===== config.mk =====
export PLATFORM = sky130hd
export DESIGN_NAME = inst_decode_stage
export DESIGN_NICKNAME = d
export VERILOG_FILES = /design/src/rtl/inst_decode_stage.sv
export SDC_FILE = /design/constraint.sdc
export NUM_CORES = 1
export LEC_CHECK = 0
export BUFFER_PORTS_ARGS = -buffer_cell sky130_fd_sc_hd__buf_2
export CORE_MARGIN = 4
export CORE_UTILIZATION = 50
export DETAILED_ROUTE_END_ITERATION = 10
export GPL_TIMING_DRIVEN = 0
export PLACE_DENSITY = 0.88
export SYNTH_ARGS = -nofsm -noshare
export SYNTH_HDL_FRONTEND = slang
export SYNTH_SLANG_ARGS = --single-unit
export TNS_END_PERCENT = 5

===== constraint.sdc =====
create_clock -name I_clk -period 3.53 [get_ports I_clk]
set_input_delay 0.5295 -clock I_clk [delete_from_list [all_inputs] [get_ports I_clk]]
set_output_delay 0.5295 -clock I_clk [all_outputs]
set_load 0.005 [all_outputs]

===== src/rtl/inst_decode_stage.sv =====
// Handshaked decode stage for the 16-bit RISC core: splits an instruction into
// ALU op, register selects, write enable and an extended immediate (IMX prefix aware).
module inst_decode_stage #(
    parameter int DATA_W     = 16,
    parameter int SEL_W      = 4,
    parameter int IMM_SIGNED = 1
) (
    input  logic              I_clk,
    input  logic              I_rst_n,
    input  logic              I_flush,
    input  logic              I_valid,
    output logic              O_ready,
    input  logic [15:0]       I_inst,
    output logic              O_valid,
    input  logic              I_ready,
    output logic [4:0]        O_aluop,
    output logic [SEL_W-1:0]  O_selA,
    output logic [SEL_W-1:0]  O_selB,
    output logic [SEL_W-1:0]  O_selD,
    output logic [DATA_W-1:0] O_imm,
    output logic              O_regwe,
    output logic              O_illegal,
    output logic              O_pfx_pending
);

    typedef enum logic [0:0] {
        PFX_IDLE = 1'b0,
        PFX_HELD = 1'b1
    } pfx_state_t;

    pfx_state_t        r_state;
    pfx_state_t        w_state_nxt;
    logic [7:0]        r_pfx;

    logic              r_valid;
    logic [4:0]        r_aluop;
    logic [SEL_W-1:0]  r_sel_a;
    logic [SEL_W-1:0]  r_sel_b;
    logic [SEL_W-1:0]  r_sel_d;
    logic [DATA_W-1:0] r_imm;
    logic              r_regwe;
    logic              r_illegal;

    logic              w_ready;
    logic              w_accept;
    logic              w_is_imx;
    logic              w_load;
    logic              w_illegal;
    logic              w_nowrite;
    logic              w_regwe;
    logic [DATA_W-1:0] w_imm_ext;
    logic [DATA_W-1:0] w_imm_pfx;
    logic [DATA_W-1:0] w_imm;

    assign w_ready  = !I_flush && (!r_valid || I_ready);
    assign w_accept = I_valid && w_ready;
    assign w_is_imx = (I_inst[15:11] == 5'b11111);
    assign w_load   = w_accept && !w_is_imx;

    // Field decode: reserved-opcode flag and register write enable.
    always_comb begin
        w_illegal = (I_inst[15:11] == 5'b11110);
        w_nowrite = 1'b0;
        case (I_inst[15:12])
            4'b0111: w_nowrite = 1'b1;
            4'b1100: w_nowrite = 1'b1;
            4'b1101: w_nowrite = 1'b1;
            default: w_nowrite = 1'b0;
        endcase
        w_regwe = !w_nowrite && !w_illegal;
    end

    // Immediate select; for an 8-bit datapath the cast keeps only I_inst[7:0], dropping the prefix.
    always_comb begin
        w_imm_ext = (IMM_SIGNED != 0) ? DATA_W'($signed(I_inst[7:0])) : DATA_W'(I_inst[7:0]);
        w_imm_pfx = DATA_W'({r_pfx, I_inst[7:0]});
        if (r_state == PFX_HELD) begin
            w_imm = w_imm_pfx;
        end else begin
            w_imm = w_imm_ext;
        end
    end

    // Prefix FSM next-state: flush wins, any accept decides PFX vs IDLE.
    always_comb begin
        w_state_nxt = r_state;
        if (I_flush) begin
            w_state_nxt = PFX_IDLE;
        end else if (w_accept) begin
            if (w_is_imx) begin
                w_state_nxt = PFX_HELD;
            end else begin
                w_state_nxt = PFX_IDLE;
            end
        end else begin
            w_state_nxt = r_state;
        end
    end

    // Prefix FSM state and prefix payload registers.
    always_ff @(posedge I_clk or negedge I_rst_n) begin
        if (!I_rst_n) begin
            r_state <= PFX_IDLE;
            r_pfx   <= 8'h00;
        end else begin
            r_state <= w_state_nxt;
            if (I_flush) begin
                r_pfx <= 8'h00;
            end else if (w_accept && w_is_imx) begin
                r_pfx <= I_inst[7:0];
            end else begin
                r_pfx <= r_pfx;
            end
        end
    end

    // One-entry output register: flush > load > drain > hold.
    always_ff @(posedge I_clk or negedge I_rst_n) begin
        if (!I_rst_n) begin
            r_valid   <= 1'b0;
            r_aluop   <= 5'd0;
            r_sel_a   <= '0;
            r_sel_b   <= '0;
            r_sel_d   <= '0;
            r_imm     <= '0;
            r_regwe   <= 1'b0;
            r_illegal <= 1'b0;
        end else if (I_flush) begin
            r_valid   <= 1'b0;
        end else if (w_load) begin
            r_valid   <= 1'b1;
            r_aluop   <= I_inst[15:11];
            r_sel_a   <= SEL_W'(I_inst[10:8]);
            r_sel_b   <= SEL_W'(I_inst[7:5]);
            r_sel_d   <= SEL_W'(I_inst[4:2]);
            r_imm     <= w_imm;
            r_regwe   <= w_regwe;
            r_illegal <= w_illegal;
        end else if (r_valid && I_ready) begin
            r_valid   <= 1'b0;
        end else begin
            r_valid   <= r_valid;
        end
    end

    assign O_ready       = w_ready;
    assign O_valid       = r_valid;
    assign O_aluop       = r_aluop;
    assign O_selA        = r_sel_a;
    assign O_selB        = r_sel_b;
    assign O_selD        = r_sel_d;
    assign O_imm         = r_imm;
    assign O_regwe       = r_regwe;
    assign O_illegal     = r_illegal;
    assign O_pfx_pending = (r_state == PFX_HELD);

endmodule


After elaboration in Yosys (flattened, before gate mapping):

Cells that the tools add are included.

* shifts and indexed selects: 0
* $mul: 0
* magnitude comparators: 0
* eq/ne operators: 5
* mux-type cells: 10
* bitwise gates (word level): 1
* reductions and logical operators: 17
* div/mod/pow operators: 0
* add/sub/neg operators: 0

Operators by type and width (count)
* $mux 16: 1
* $mux 8: 2
* $eq 5x5->1 const B: 2
* $eq 4x4->1 const B: 2
* $mux 1: 7
* $logic_and 1x1->1: 6
* $logic_not 1->1: 5
* $eq 4x3->1 const B: 1
* $reduce_bool 2->1: 2
* $reduce_bool 3->1: 1
* $reduce_or 3->1: 1
* $reduce_and 2->1: 1
* $logic_or 1x1->1: 1
* $not 1->1: 1

* bits in read-only memories: 0
* bits in latches: 0
* register bits after elaboration: 42
* bits in writable memories: 0
* memories: 0
* input port bits: 21

Longest topological paths before layout:

* depth after elaboration: 7
* depth in mapped cells: 5
* depth with buffers taken out: 4

Least setup slack after synthesis:

OpenSTA, ideal clock, no wires.

* kind: input to register
* start point: input I_inst[15]
* end point: register r_aluop[0] (netlist: O_aluop[0])
* cell stages on the path: 4
* slack: 1.665 ns
* setup time: 0.125 ns
* arrival time: 1.741 ns
* required time: 3.405 ns
* cells stage by stage: and4_4 > a2111oi_4 > buf_6 > mux2_2

* word-level cells in the longest chain between the ends: 4

RTL lines
* start: declaration: line 13 `input logic [15:0] I_inst,`
* $eq 5x5->1: line 57 `assign w_is_imx = (I_inst[15:11] == 5'b11111);`
* $logic_not 1->1: line 58 `assign w_load = w_accept && !w_is_imx;`
* $logic_and 1x1->1: line 58
* $reduce_and 2->1 (no line)
* end signal: assignment: line 132 `r_aluop <= I_inst[15:11];`
* end: declaration: line 36 `logic [4:0] r_aluop;`

Every way passes these cells.
A chain may end at the register's enable or synchronous reset.

Final worst setup path:

Ends and elaborated chain as after synthesis.

==> results.py <==
metrics = {
    "setup_path": {
        "cp_max_fo": 10,
        "reg2reg_depth": 5,
        "startpoint": "I_inst[15]",
        "crit_type": "in2reg",
        "critical_path_required_ns": 3.75,
        "rr_endpoint": "r_pfx[3]$_DFFE_PN0P_",
        "crit_arrival_ns": 2.03,
        "r2r-start": "O_valid$_DFFE_PN0P_",
        "cp-endpoint": "O_aluop[0]$_DFFE_PN0P_",
        "endpoint_kind": "register",
        "r2r_setup_slack_ns": 1.74,
        "critPathLaunchType": "input pin",
    },
    "synthesis": {
        "netlist_instances": 127,
        "ys_top_cells_by_count": "dfrtp_1, mux2_2, a21oi_1, nor2b_1, nor2_1",
        "synth_cell_type_count": 23,
        "synth-xor-area-share": 0,
        "synth_top_area_share": 0.5723,
        "synthAdderAreaFrac": 0,
        "synth_top_cell_by_area": "dfrtp_1",
        "async_flop_share": 1.000,
        "synth_warnings": 0,
        "muxShareOfSynthArea": 0.1638,
        "synth-simple-area-share": 0.08824,
        "synth.area.top_cells": "dfrtp_1, mux2_2, a21oi_1, nor2b_1, buf_4",
        "synth-seq-cells": 36,
        "synthesis.area_mm2": 0.001574,
        "syn_area_per_cell_um2": 12.39,
        "synth_top_family_by_area": "multiplexers",
        "synth_flop_cell": "dfrtp_1",
        "synth_compound_area_frac": 0.09936,
        "synth_edf_count": 0,
        "yosysSeqAreaShare": 0.5723,
        "yosysMostFrequentCell": "dfrtp_1",
    },
    "placement": {
        "io_buffers": 55,
        "dp.cells": 228,
        "dp.final_hpwl_mm": 2.505,
        "place_congestion": 0.7332,
        "place_area_mm2": 0.001912,
    },
    "final_layout": {
        "areaGrowthSynthToFinish_pct": 25.20,
        "fin_area_mm2": 0.001971,
        "n_fill_cell": 223,
        "final_layout_size_suffix_gt1_frac": 0.5156,
        "instances_no_fill": 236,
        "regArea_um2": 900.9,
        "multiInputGateArea_um2": 564.3,
        "fin_nets": 212,
        "antennaDiodeCount": 0,
    },
    "die": {
        "num_rows": 20,
        "core_mm2": 0.003028,
        "io_pins": 59,
        "die_w_um": 64.11,
        "die_h_um": 64.11,
        "start_util": 0.5198,
        "die_area_mm2": 0.004109,
    },
    "pwr": {
        "max-vdd-ir-drop_uv": 258.8,
        "total_power_w": 0.0009192,
        "power_density_mw_per_mm2": 466.4,
        "p_leak_nw": 0.9828,
    },
    "sta": {
        "relSlewSlack": 0.4833,
        "clock.fmax_mhz": 552.4,
        "hold_slack_ns": 0.2658,
        "tns_ns": 0,
        "finalMaxSlewViolations": 0,
        "rsz0062_at_grt": "no",
        "period_share": 0.5128,
        "finalCriticalPeriod_ns": 1.810,
        "hold_viol": 0,
        "setup_viol": 0,
        "tightest_slew_ns": 0.7751,
        "clock_skew_ns": 0.001807,
    },
    "clock_network": {
        "post_cts_buffers": 0,
        "clock_tree.root_cell": "clkbuf_4",
        "numClockSinks": 36,
        "cts_buffer_depth": 2,
        "cts_tree": "yes",
        "cts_resized": 0,
        "clock_latency_ns": 0.33,
        "cts_buffers": 5,
        "cts.clk_slew.worst_paths_ns": 0.10,
        "hold_buffers": 0,
        "htree_levels": 2,
    },
    "drt": {
        "drc": 0,
        "ant_nets": 0,
        "wl_per_cell_um": 14.12,
        "wirelength_mm": 3.332,
        "drt_iter0_drc": 35,
        "viasPerCell": 4.903,
        "dr.pass1.iters": 4,
        "vias": 1157,
    },
    "global_routing": {
        "grt.total_usage": 0.1815,
        "grt_pass1_wl_mm": 5.685,
        "grt_antenna_before_repair": 0,
        "grt_remaining_overflow": 0,
        "grt_max_degree": 37,
        "grt_pass1_vias": 1194,
    },
    "job": {
        "maxCapViolations": 0,
    },
    "run_status": {
        "status": "finished clean",
    },
    "min_path": {
        "min_path_type": "in2async",
    },
}
## cells by family after synthesis
| kind of cell | after synthesis |
|---|---|
| DFF | 36 |
| and+or+nand+nor | 25 |
| AOI/OAI and AO/OA | 23 |
| muxes | 23 |
| buffers and inverters | 19 |
| other | 1 |
## registers in the layout, indices dropped and copies added (netlist names)
name           count
O_selA             3
O_valid            1
O_pfx_pending      1
O_regwe            1
O_illegal          1
O_imm             16
r_pfx              8
O_aluop            5
## power by group
group	switching (W)	internal (W)
combinational	0.0000890	0.000113
clock	0.000124	0.0000983
sequential	0.0000295	0.000466
## how the worst min path moves through the flow
stage	to	slack (ns)
floorplan	O_aluop[0]$_DFFE_PN0P_	0.23
global placement	O_illegal$_DFFE_PN0P_	0.47
detailed placement	O_aluop[4]$_DFFE_PN0P_	0.47
CTS	O_imm[0]$_DFFE_PN0P_	0.28
global route	O_aluop[2]$_DFFE_PN0P_	0.31
finish	O_aluop[0]$_DFFE_PN0P_	0.27
## stage by stage
stage | setup slack [ns] | utilization
floorplan | 1.665 | -
global placement | 1.411 | 0.6314
detailed placement | 1.360 | 0.6314
CTS | 1.721 | 0.6508
global route | 1.663 | 0.6508
finish | 1.720 | 0.6508
## cell usage in the layout, fill, tap and decap left out, types with 2 or more instances in the layout
cell type,count
buf_4,9
buf_2,58
nor2b_1,11
nor2_1,10
a21oi_1,16
clkbuf_1,3
mux2_2,21
o22a_1,3
clkbuf_4,5
dfrtp_1,36
buf_1,2
inv_1,3
conb_1,3
## final cells by class
class,instances,share of cell area
plain buffers,16,0.05333
clock buffers,8,0.02984
inverters,3,0.005714
multi-input cells,74,0.2863
flip-flops and latches,36,0.4571
well taps,44,0.02794
repair buffers,55,0.1397
## critical path, stage by stage
cell	delay, ns
buf_2	0.12
and4_4	0.21
a2111oi_4	0.57
buf_6	0.24
mux2_2	0.36
## layer usage
| layer | global-route usage | share of wire | wire [µm] | vias to the layer above |
|---|---|---|---|---|
| met4 | 0.07388 | 0.014 | 46 | 0 |
| met3 | 0.05624 | 0.068 | 228 | 5 |
| met2 | 0.3006 | 0.51 | 1703 | 44 |
| li1 | - | - | - | 549 |
| met5 | 0 | 0 | 0 | - |
| met1 | 0.2193 | 0.41 | 1354 | 559 |
No activity file was read; power rests on OpenSTA's default activity.
